File: src/rtl/disp_arb_pkg.sv
// Shared types and helpers for the display arbiter: FSM states, requester
// indices and the leading-zero blanking mask.
package disp_arb_pkg;

  typedef enum logic [1:0] {
    ST_SCORE = 2'd0,
    ST_MSG   = 2'd1,
    ST_GAP   = 2'd2
  } state_t;

  localparam int REQ_ALERT = 0;
  localparam int REQ_INFO  = 1;

  localparam logic [3:0] ENABLES_OFF = 4'b0000;

  // Bit 3 is the leftmost digit; the rightmost digit is always lit.
  function automatic logic [3:0] lz_mask(input logic [15:0] score);
    logic [3:0] m;
    m[3] = (score[15:12] != 4'd0);
    m[2] = m[3] | (score[11:8] != 4'd0);
    m[1] = m[2] | (score[7:4]  != 4'd0);
    m[0] = 1'b1;
    return m;
  endfunction

endpackage

File: src/rtl/display_arbiter_if.sv
// Request/display bundle between the message sources, the arbiter and the
// display multiplexer. The arbiter uses the slave modport.
interface display_arbiter_if;
  logic [15:0] score;
  logic [1:0]  msg_req;
  logic [15:0] msg0_data;
  logic [3:0]  msg0_mask;
  logic [15:0] msg1_data;
  logic [3:0]  msg1_mask;
  logic [1:0]  msg_ack;
  logic        busy;
  logic [3:0]  digit4;
  logic [3:0]  digit3;
  logic [3:0]  digit2;
  logic [3:0]  digit1;
  logic [1:4]  enables;

  modport master (
    output score, msg_req, msg0_data, msg0_mask, msg1_data, msg1_mask,
    input  msg_ack, busy, digit4, digit3, digit2, digit1, enables
  );

  modport slave (
    input  score, msg_req, msg0_data, msg0_mask, msg1_data, msg1_mask,
    output msg_ack, busy, digit4, digit3, digit2, digit1, enables
  );
endinterface

File: src/rtl/disp_hold_timer.sv
// Loadable down-counter that stops at zero; done is high while the count is zero.
module disp_hold_timer #(
  parameter int WIDTH = 8
) (
  input  logic             clk,
  input  logic             clear_n,
  input  logic             load,
  input  logic [WIDTH-1:0] value,
  output logic             done
);

  logic [WIDTH-1:0] cnt_q;

  always_ff @(posedge clk or negedge clear_n) begin
    if (!clear_n)            cnt_q <= '0;
    else if (load)           cnt_q <= value;
    else if (cnt_q != '0)    cnt_q <= cnt_q - WIDTH'(1);
  end

  assign done = (cnt_q == '0);

endmodule

File: src/rtl/display_arbiter.sv
// Shares the 4-digit display between the live score and two timed messages
// (alert beats info). Optional alert blinking with DISP_ARB_BLINK_EN.
//
// state    | meaning
// ST_SCORE | score view with leading-zero blanking
// ST_MSG   | latched message shown for HOLD_TICKS cycles
// ST_GAP   | display blanked for GAP_TICKS cycles before returning
module display_arbiter
  import disp_arb_pkg::*;
#(
  parameter int HOLD_TICKS  = 50_000_000,
  parameter int GAP_TICKS   = 5_000_000,
  parameter int BLINK_TICKS = 12_500_000
) (
  input logic              clk,
  input logic              clear_n,
  display_arbiter_if.slave bus
);

  localparam int MAX_HG = (HOLD_TICKS > GAP_TICKS) ? HOLD_TICKS : GAP_TICKS;
  localparam int MAX_T  = (MAX_HG > BLINK_TICKS) ? MAX_HG : BLINK_TICKS;
  localparam int TW     = $clog2(MAX_T + 1);

  state_t          state_q, state_d;
  logic [1:0]      accept, pick;
  logic            tmr_load, tmr_done;
  logic [TW-1:0]   tmr_value;

  logic [15:0]     data_q;
  logic [3:0]      mask_q;
  logic            src_info_q;
  logic [1:0]      acc_q;
  logic [3:0]      blink_gate;

  logic [15:0]     disp_q, disp_d;
  logic [3:0]      en_q, en_d;
  logic [1:0]      ack_q, ack_d;
  logic            busy_q, busy_d;

  assign pick = bus.msg_req[REQ_ALERT] ? 2'b01 : 2'b10;

  disp_hold_timer #(.WIDTH(TW)) u_timer (
    .clk     (clk),
    .clear_n (clear_n),
    .load    (tmr_load),
    .value   (tmr_value),
    .done    (tmr_done)
  );

  always_ff @(posedge clk or negedge clear_n) begin
    if (!clear_n) state_q <= ST_SCORE;
    else          state_q <= state_d;
  end

  always_comb begin
    state_d   = state_q;
    accept    = 2'b00;
    tmr_load  = 1'b0;
    tmr_value = TW'(HOLD_TICKS - 1);
    unique case (state_q)
      ST_SCORE: begin
        if (|bus.msg_req) begin
          accept   = pick;
          tmr_load = 1'b1;
          state_d  = ST_MSG;
        end
      end
      ST_MSG: begin
        // Only an info message can be preempted, and only by an alert.
        if (src_info_q && bus.msg_req[REQ_ALERT]) begin
          accept   = 2'b01;
          tmr_load = 1'b1;
        end else if (tmr_done) begin
          tmr_load  = 1'b1;
          tmr_value = TW'(GAP_TICKS - 1);
          state_d   = ST_GAP;
        end
      end
      ST_GAP: begin
        if (tmr_done) begin
          if (|bus.msg_req) begin
            accept   = pick;
            tmr_load = 1'b1;
            state_d  = ST_MSG;
          end else begin
            state_d  = ST_SCORE;
          end
        end
      end
      default: state_d = ST_SCORE;
    endcase
  end

  always_ff @(posedge clk or negedge clear_n) begin
    if (!clear_n) begin
      data_q     <= '0;
      mask_q     <= '0;
      src_info_q <= 1'b0;
      acc_q      <= 2'b00;
    end else begin
      acc_q <= accept;
      if (accept[REQ_ALERT]) begin
        data_q     <= bus.msg0_data;
        mask_q     <= bus.msg0_mask;
        src_info_q <= 1'b0;
      end else if (accept[REQ_INFO]) begin
        data_q     <= bus.msg1_data;
        mask_q     <= bus.msg1_mask;
        src_info_q <= 1'b1;
      end
    end
  end

`ifdef DISP_ARB_BLINK_EN
  logic          phase_q;
  logic [TW-1:0] bcnt_q;

  always_ff @(posedge clk or negedge clear_n) begin
    if (!clear_n) begin
      phase_q <= 1'b1;
      bcnt_q  <= '0;
    end else if (accept[REQ_ALERT]) begin
      phase_q <= 1'b1;
      bcnt_q  <= TW'(BLINK_TICKS - 1);
    end else if (state_q == ST_MSG && !src_info_q) begin
      if (bcnt_q == '0) begin
        phase_q <= ~phase_q;
        bcnt_q  <= TW'(BLINK_TICKS - 1);
      end else begin
        bcnt_q  <= bcnt_q - TW'(1);
      end
    end
  end

  assign blink_gate = src_info_q ? 4'b1111 : {4{phase_q}};
`else
  assign blink_gate = 4'b1111;
`endif

  // Outputs follow state_q, so every view lags its source by one cycle.
  always_comb begin
    disp_d = disp_q;
    en_d   = ENABLES_OFF;
    ack_d  = acc_q;
    busy_d = (state_q != ST_SCORE);
    unique case (state_q)
      ST_SCORE: begin
        disp_d = bus.score;
        en_d   = lz_mask(bus.score);
      end
      ST_MSG: begin
        disp_d = data_q;
        en_d   = mask_q & blink_gate;
      end
      default: ;
    endcase
  end

  always_ff @(posedge clk or negedge clear_n) begin
    if (!clear_n) begin
      disp_q <= '0;
      en_q   <= ENABLES_OFF;
      ack_q  <= 2'b00;
      busy_q <= 1'b0;
    end else begin
      disp_q <= disp_d;
      en_q   <= en_d;
      ack_q  <= ack_d;
      busy_q <= busy_d;
    end
  end

  assign bus.digit4  = disp_q[15:12];
  assign bus.digit3  = disp_q[11:8];
  assign bus.digit2  = disp_q[7:4];
  assign bus.digit1  = disp_q[3:0];
  assign bus.enables = en_q;
  assign bus.msg_ack = ack_q;
  assign bus.busy    = busy_q;

endmodule
File: src/flat_wrapper.sv
// flat-port wrapper written by rule: the top's interface ports become plain ports
module display_arbiter_flat import disp_arb_pkg::*;
#(
  parameter int HOLD_TICKS  = 50_000_000,
  parameter int GAP_TICKS   = 5_000_000,
  parameter int BLINK_TICKS = 12_500_000
)
  (clk, clear_n, bus_score, bus_msg_req, bus_msg0_data, bus_msg0_mask, bus_msg1_data, bus_msg1_mask, bus_msg_ack, bus_busy, bus_digit4, bus_digit3, bus_digit2, bus_digit1, bus_enables);
  display_arbiter_if bus_i ();
  input logic clk;
  input logic clear_n;
  input wire logic [$bits(bus_i.score)-1:0] bus_score;
  input wire logic [$bits(bus_i.msg_req)-1:0] bus_msg_req;
  input wire logic [$bits(bus_i.msg0_data)-1:0] bus_msg0_data;
  input wire logic [$bits(bus_i.msg0_mask)-1:0] bus_msg0_mask;
  input wire logic [$bits(bus_i.msg1_data)-1:0] bus_msg1_data;
  input wire logic [$bits(bus_i.msg1_mask)-1:0] bus_msg1_mask;
  output wire logic [$bits(bus_i.msg_ack)-1:0] bus_msg_ack;
  output wire logic [$bits(bus_i.busy)-1:0] bus_busy;
  output wire logic [$bits(bus_i.digit4)-1:0] bus_digit4;
  output wire logic [$bits(bus_i.digit3)-1:0] bus_digit3;
  output wire logic [$bits(bus_i.digit2)-1:0] bus_digit2;
  output wire logic [$bits(bus_i.digit1)-1:0] bus_digit1;
  output wire logic [$bits(bus_i.enables)-1:0] bus_enables;
  assign bus_i.score = bus_score;
  assign bus_i.msg_req = bus_msg_req;
  assign bus_i.msg0_data = bus_msg0_data;
  assign bus_i.msg0_mask = bus_msg0_mask;
  assign bus_i.msg1_data = bus_msg1_data;
  assign bus_i.msg1_mask = bus_msg1_mask;
  assign bus_msg_ack = bus_i.msg_ack;
  assign bus_busy = bus_i.busy;
  assign bus_digit4 = bus_i.digit4;
  assign bus_digit3 = bus_i.digit3;
  assign bus_digit2 = bus_i.digit2;
  assign bus_digit1 = bus_i.digit1;
  assign bus_enables = bus_i.enables;
  display_arbiter #(.HOLD_TICKS(HOLD_TICKS), .GAP_TICKS(GAP_TICKS), .BLINK_TICKS(BLINK_TICKS)) u_core (.clk(clk), .clear_n(clear_n), .bus(bus_i));
endmodule
File: config.mk
export PLATFORM = sky130hd
export DESIGN_NAME = display_arbiter_flat
export DESIGN_NICKNAME = d
export VERILOG_FILES = /design/src/rtl/disp_arb_pkg.sv /design/src/rtl/display_arbiter_if.sv /design/src/rtl/disp_hold_timer.sv /design/src/rtl/display_arbiter.sv /design/src/flat_wrapper.sv
export SDC_FILE = /design/constraint.sdc
export NUM_CORES = 1
export LEC_CHECK = 0
export CORE_MARGIN = 8
export CORE_UTILIZATION = 45
export CTS_CLUSTER_SIZE = 25
export DETAILED_ROUTE_END_ITERATION = 8
export GPL_TIMING_DRIVEN = 0
export PLACE_DENSITY = 0.87
export SYNTH_ARGS = -nofsm -noshare
export SYNTH_HDL_FRONTEND = slang
export SYNTH_SLANG_ARGS = --single-unit
File: constraint.sdc
create_clock -name clk -period 2.7 [get_ports clk]
set_input_delay 0.27 -clock clk [delete_from_list [all_inputs] [get_ports clk]]
set_output_delay 0.27 -clock clk [all_outputs]
set_load 0.005 [all_outputs]
# Yosys cells after proc, flatten, opt, wreduce, memory -nomap -nowiden

Cells that the tools add are included.

Bits in registers: 74
Bits of input ports: 60
Output and inout bits: 23
Logic and storage cells: 61

$add $sub $neg: 1
Eq/ne operators: 6
Muxes and demuxes: 29
Bitwise logic cells: 2
Reductions and logical operators: 13

Operators with widths:

| kind                                                   | count |
|---|---|
| 2-to-1 mux 26 bit                                      | 5 |
| 2-to-1 mux 16 bit                                      | 2 |
| one-hot mux 16 bit (2 select lines)                    | 1 |
| zero test 26 bit                                       | 1 |
| nonzero test 26 bit                                    | 1 |
| subtractor 26 x 1 -> 26 bit (second input constant)    | 1 |
| 2-to-1 mux 2 bit                                       | 7 |
| one-hot mux 2 bit (3 select lines)                     | 2 |
| nonzero test 4 bit                                     | 3 |
| 2-to-1 mux 1 bit                                       | 8 |
| 2-to-1 mux 4 bit                                       | 2 |
| one-hot mux 4 bit (2 select lines)                     | 1 |
| nonzero test 2 bit                                     | 4 |
| inequality test 2 x 1 -> 1 bit (second input constant) | 3 |
| AND reduction 4 bit                                    | 1 |
| one-hot mux 1 bit (3 select lines)                     | 1 |
| equality test 2 x 1 -> 1 bit (second input constant)   | 1 |
| equality test 2 bit (second input constant)            | 1 |
| zero test 2 bit                                        | 1 |
| inequality test 2 bit (second input constant)          | 1 |
| bitwise OR 1 bit                                       | 2 |
| OR reduction 2 bit                                     | 1 |
| logical AND 1 bit                                      | 1 |

# Longest topological paths before layout

Word-level depth: 6
Mapped depth: 9
Mapped depth without buffers: 8

# Cells and area by module

A second synthesis with hierarchy kept.

Cell total of the unflattened synthesis: 363
Area, all modules: 3708.6 um2

Modules (own cells, without submodules):

| module          | instances | cells each | area each (um2) | sequential area each (um2) |
|---|---|---|---|---|
| display_arbiter | 1         | 192        | 2173.3          | 1201.2 |
| disp_hold_timer | 1         | 171        | 1535.2          | 650.6 |

# Least setup slack after synthesis

No wires, ideal clock.

Path type: reg2reg
Start point: reg u_core.u_timer.cnt_q[17]
End point: reg u_core.data_q[15]
Setup time: 0.125 ns
Arrival time: 2.488 ns
Required time: 2.575 ns
Path slack: 0.087 ns
Cell stages (with the launch flop): 8
Path buffers: 2
Clock period less this slack: 2.613 ns
Cells stage by stage: dfrtp_1 or4_4 or4b_4 buf_6 o2bb2ai_4 buf_6 mux2_1 mux2_4

Longest elaborated chain between the ends: 4
Elaborated cells between the ends (all ways): 5
Those cells by class: mux (3); reduce/logical (2)

RTL lines:

| element                                                        | RTL line               | source |
|---|---|---|
| start: declaration                                             | disp_hold_timer.sv:12  | `logic [WIDTH-1:0] cnt_q;` |
| start signal: assignment                                       | disp_hold_timer.sv:16  | `else if (load) cnt_q <= value;` |
| start signal: assignment                                       | disp_hold_timer.sv:17  | `else if (cnt_q != '0) cnt_q <= cnt_q - WIDTH'(1);` |
| zero test 26 bit (*)                                           | disp_hold_timer.sv:20  | `assign done = (cnt_q == '0);` |
| 2-to-1 mux 2 bit (*)                                           | display_arbiter.sv:80  | `if (tmr_done) begin` |
| one-hot mux 2 bit (3 select lines) (*)                         | display_arbiter.sv:60  | `unique case (state_q)` |
| 2-to-1 mux 16 bit / nonzero test 2 bit (equally long branches) | n/a                    |  |
| end signal: assignment                                         | display_arbiter.sv:103 | `data_q <= bus.msg0_data;` |
| end signal: assignment                                         | display_arbiter.sv:107 | `data_q <= bus.msg1_data;` |
| end: declaration                                               | display_arbiter.sv:29  | `logic [15:0] data_q;` |

Every way passes the cells marked *; elsewhere a longest branch is shown, timed or not.
A chain may end at the register's enable or synchronous reset.

# Worst setup path in the final report

Start point: reg u_core.u_timer.cnt_q[14]
End point: reg u_core.mask_q[1]

Longest elaborated chain between the ends: 4
Elaborated cells between the ends (all ways): 5
Those cells by class: mux (3); reduce/logical (2)

RTL lines:

| element                                                       | RTL line               | source |
|---|---|---|
| zero test 26 bit (*)                                          | disp_hold_timer.sv:20  |  |
| 2-to-1 mux 2 bit (*)                                          | display_arbiter.sv:80  |  |
| one-hot mux 2 bit (3 select lines) (*)                        | display_arbiter.sv:60  |  |
| 2-to-1 mux 4 bit / nonzero test 2 bit (equally long branches) | n/a                    |  |
| end signal: assignment                                        | display_arbiter.sv:104 | `mask_q <= bus.msg0_mask;` |
| end signal: assignment                                        | display_arbiter.sv:108 | `mask_q <= bus.msg1_mask;` |
| end: declaration                                              | display_arbiter.sv:30  | `logic [3:0] mask_q;` |

Marks and branches as above.

==> results by stage <==
Worst setup path:
- Of all nets on the critical path, the largest fanout is 6.
- The worst register-to-register path has a setup slack of 0.003 ns.
- The number of cells on the worst reg-to-reg path is 7.
- STA classifies the critical path startpoint as a flop.
- The data arrival time of the worst path is 2.94 ns.
- The required arrival time at the worst endpoint is roughly 3 ns.
- The worst register-to-register path ends at u_core.mask_q[1].
- STA classifies the critical path endpoint as a flop.
- The kind of critical path is flop to flop.
- The worst register-to-register path begins at u_core.u_timer.cnt_q[14].

Timing:
- For the pin with the worst max-slew slack, the measured transition is 0.919 ns.
- Setup repair after global routing could not meet its margin everywhere.
- The worst slew margin relative to its limit is 38.8%.
- For this run, the top clock speed supported by timing is 371 MHz.
- For the finished layout, the period the worst path requires is around 2.7 ns.
- The post-layout worst setup margin is 0.00327 ns.
- The worst path uses 99.9% of the clock period.
- The clock arrives with 0.0112 ns of skew.
- For the final routed database, the setup TNS stands at 0 ns.
- The number of pins exceeding their max-slew limit in the final report was 0.
- The number of setup violations in the final report is 0.
- The number of hold-slack violations in the final timing report is 0.

GRT:
- In the global route stage, met3 resource usage came out at 6.90%.
- The number of global-route vias before repair is 3457.
- For met2 alone, demand over resource in global routing was 30.2%.
- After global routing, the most crowded layer is met2.
- The overall routing resource usage is 18.2%.
- The global-route met1 utilization is roughly a fifth.
- The total global routing overflow is 0.
- The initial antenna violation count is 0.
- The wire length of the first global-routing pass is 16900 microns.
- Entering global routing, the biggest net connects 75 pins.

Pwr:
- The combinational share of power is 35.7%.
- The peak supply drop is 0.000500 V.
- The analysis attributes to net switching a power of approximately 0.0014 W.
- Per report_power, the clock group accounts for 19.6% of the total.
- The part of the total power dissipated in sequential elements is 44.6%.
- The power per unit of standard cell area is 830 nW/um^2.
- The total internal power is 0.00297 W.
- The net switching fraction of the power is 31.4%.
- For this design the static power due to leakage is 2.24 nW.

Synth:
- The most used flip-flop cell after synthesis is dfrtp_1.
- The share of Yosys cell area claimed by the top area cell type is 48.4%.
- The sequential area share after synthesis is 48.4%.
- Counting instances in the post-synthesis netlist gives the leading cell types as dfrtp_1, nand2_1, o21ai_0.
- The unique cell type count in the Yosys netlist is 51.
- The number of flops mapped to enable cells by yosys is 0.
- In the synthesized netlist the async set-or-reset flop fraction comes to 100%.
- Sorting the synthesized cells by area gives the leading types as dfrtp_1, mux2_4, mux2_1.
- The average instance in the mapped netlist occupies 11.2 sq um.
- Among all cell types in the netlist, the one instantiated most often is dfrtp_1.
- The synthesized net count is between 400 and 500.
- The synthesis-stage register bit count is 74.
- For this run, the number of Yosys warnings is 0.
- The post-synthesis instance area is 3820 sq um.
- The biggest area consumer among synthesized cells is dfrtp_1.
- Synthesis produced a netlist whose cell count is between 300 and 400.

Cells and area:
- The number of nets in the final layout is 508.
- The post-route netlist has 20.2% of its cells at a drive strength greater than 1.
- The count of antenna diodes in the layout is 0.
- The area growth from synthesis to final layout is 36.6%.

Routing:
- The per-cell via count in the routed design is 5.63.
- The final antenna-violating net count is 0.
- The first routing iteration left around 200 violations.
- The routed wire length per instance is 18.8 microns.
- The vias after detailed routing is between 3000 and 4000.
- The first TritonRoute pass finished after 4 iterations.
- After detailed routing, the number of remaining DRC violations is 0.
- The routed design has 10500 microns of wire.

Clock network:
- The clock latency at the later pin of the worst-skew pair is 0.36 ns.
- In this run the deepest clock path goes through 2 buffers.
- The clock tree synthesis step divided the H-tree into 3 levels.
- After clock tree synthesis, the clock-pin slew on the worst setup and hold paths is 0.08 ns.
- The tree built by TritonCTS fans out to 74 sinks.
- The TritonCTS buffer count is 9.
- TritonCTS built the clock tree.
- The clock root buffer is clkbuf_8.

Placed design:
- Routability-driven placement finished with a final weighted congestion of 0.828.
- The pre-CTS setup slack is -0.438 ns.
- The half-perimeter wire length of the detailed placement result is 7040 microns.
- The count of buffers added on input and output ports is 82.

Floorplan:
- The placeable core area is 8220 sq um.
- The floorplan die area is 11700 sq um.
- The total I/O pin count is 83.
- The floorplan row count is 33.
- The horizontal die dimension is 108 microns.
- The die is 108 microns tall.
- The initial core utilization is a little under half.

Job:
- The count of max-cap constraint violations is 0.

Hold path:
- The worst hold path belongs to the class input port to asynchronous set/reset pin.

Outcome:
- The flow ran to the end, and the final reports show no timing, DRC or antenna violations.
[critical path: stages, from the launching register on]
cell       delay (ns)
dfrtp_2          0.42
or4_4            0.54
or4b_4           0.59
o2bb2ai_4        0.16
buf_12           0.15
buf_8            0.13
mux2_4           0.31
mux2_4           0.27
[power groups by stage]
stage / registers, W / logic [W] / clock network (W)
global placement: 0.00189 / 0.00131 / 0
finish: 0.00194 / 0.00155 / 0.000850
global route: 0.00198 / 0.00169 / 0.000906
CTS: 0.00190 / 0.00148 / 0.000851
detailed placement: 0.00190 / 0.00138 / 0
floorplan: 0.00183 / 0.000785 / 0
[routing by layer]
| layer | share of wire (%) | wire length, microns | vias to the layer above |
|---|---|---|---|
| met1 | 41 | 4270 | 1560 |
| li1 | - | - | 1425 |
| met5 | 0 | 0 | - |
| met4 | 1.8 | 190 | 0 |
| met2 | 50 | 5260 | 123 |
| met3 | 7.1 | 742 | 20 |
[registers in the layout, indices dropped and copies added, names as in the netlist]
name / count
u_core.disp_q: 16
u_core.data_q: 16
u_core.bus.busy: 1
u_core.bus.enables: 4
u_core.mask_q: 4
u_core.state_q: 2
u_core.bus.msg_ack: 2
u_core.u_timer.cnt_q: 26
u_core.src_info_q: 1
u_core.acc_q: 2
[cells by family after synthesis]
group | Yosys count | share of synthesized area (%)
XOR/XNOR | 22 | 5.04
adder cells (fa/ha/maj) | 1 | 0.327
AO/OA/AOI/OAI | 58 | 9.78
AND/OR/NAND/NOR | 106 | 14.9
multiplexers | 57 | 18.1
buffers and inverters | 23 | 3.47
flip-flops | 74 | 48.4
[worst max path at each step]
stage                                           to  cells past startpoint  slack [ns]                startpoint
after floorplan                  u_core.data_q[15]                      7        0.09  u_core.u_timer.cnt_q[17]
after global placement           u_core.data_q[11]                      1       -1.09                   clear_n
after detailed placement  u_core.u_timer.cnt_q[11]                      8       -0.44   u_core.u_timer.cnt_q[0]
after CTS                         u_core.data_q[0]                      8       -0.03  u_core.u_timer.cnt_q[19]
after global routing       u_core.u_timer.cnt_q[2]                      8       -0.08   u_core.u_timer.cnt_q[0]
final                             u_core.mask_q[1]                      7       0.003  u_core.u_timer.cnt_q[14]
[cells in the final DEF (no fill, tap or decap), drive strengths merged, types with 4 or more instances in the layout]
master,netlist,final
clkdlybuf4s50,0,81
dfrtp,74,74
mux2,40,40
o21ai,34,34
nand2,32,32
buf,8,21
nor2,19,19
mux2i,17,17
clkbuf,6,16
xnor2,12,12
xor2,10,10
a21oi,10,10
inv,9,9
nor4,9,9
nor3,8,8
nand4,6,6
nand3,6,6
clkinvlp,0,4
or2,4,4
or4,4,4
[cell type report]
| class | instances | area, sq um |
|---|---|---|
| Tap cell | 105 | 131 |
| Fill cell | 539 | 3000 |
| Clock buffer | 9 | 124 |
| Buffer | 13 | 100 |
| Inverter | 9 | 33.8 |
| Multi-Input combinational cell | 244 | 1940 |
| Timing Repair Buffer | 96 | 973 |
| Clock inverter | 6 | 68.8 |
| Sequential cell | 74 | 1850 |
[metrics by stage]
| stage | hold WS (ns) | power, W | cell area (sq um) | std cells | utilization, % |
|---|---|---|---|---|---|
| detailed placement | 0.337 | 0.00329 | 4770 | 528 | 58.1 |
| CTS | 0.0778 | 0.00423 | 5150 | 554 | 62.7 |
| finish | 0.0229 | 0.00433 | 5220 | 556 | 63.5 |
| floorplan | -0.0256 | 0.00262 | 3820 | 341 | - |
| global placement | 0.333 | 0.00320 | 4780 | 528 | 58.1 |
| global route | 0.107 | 0.00457 | 5220 | 556 | 63.5 |
[repair_timing]
item                                    CTS  global route
hold buffers                              0             0
endpoints found under the setup margin   49            39
pin swaps                                 2             3
buffers inserted                         10             2
cloned                                    1             1
gates resized for setup                  18            11
Note: power is estimated with default switching activity, not from simulation.
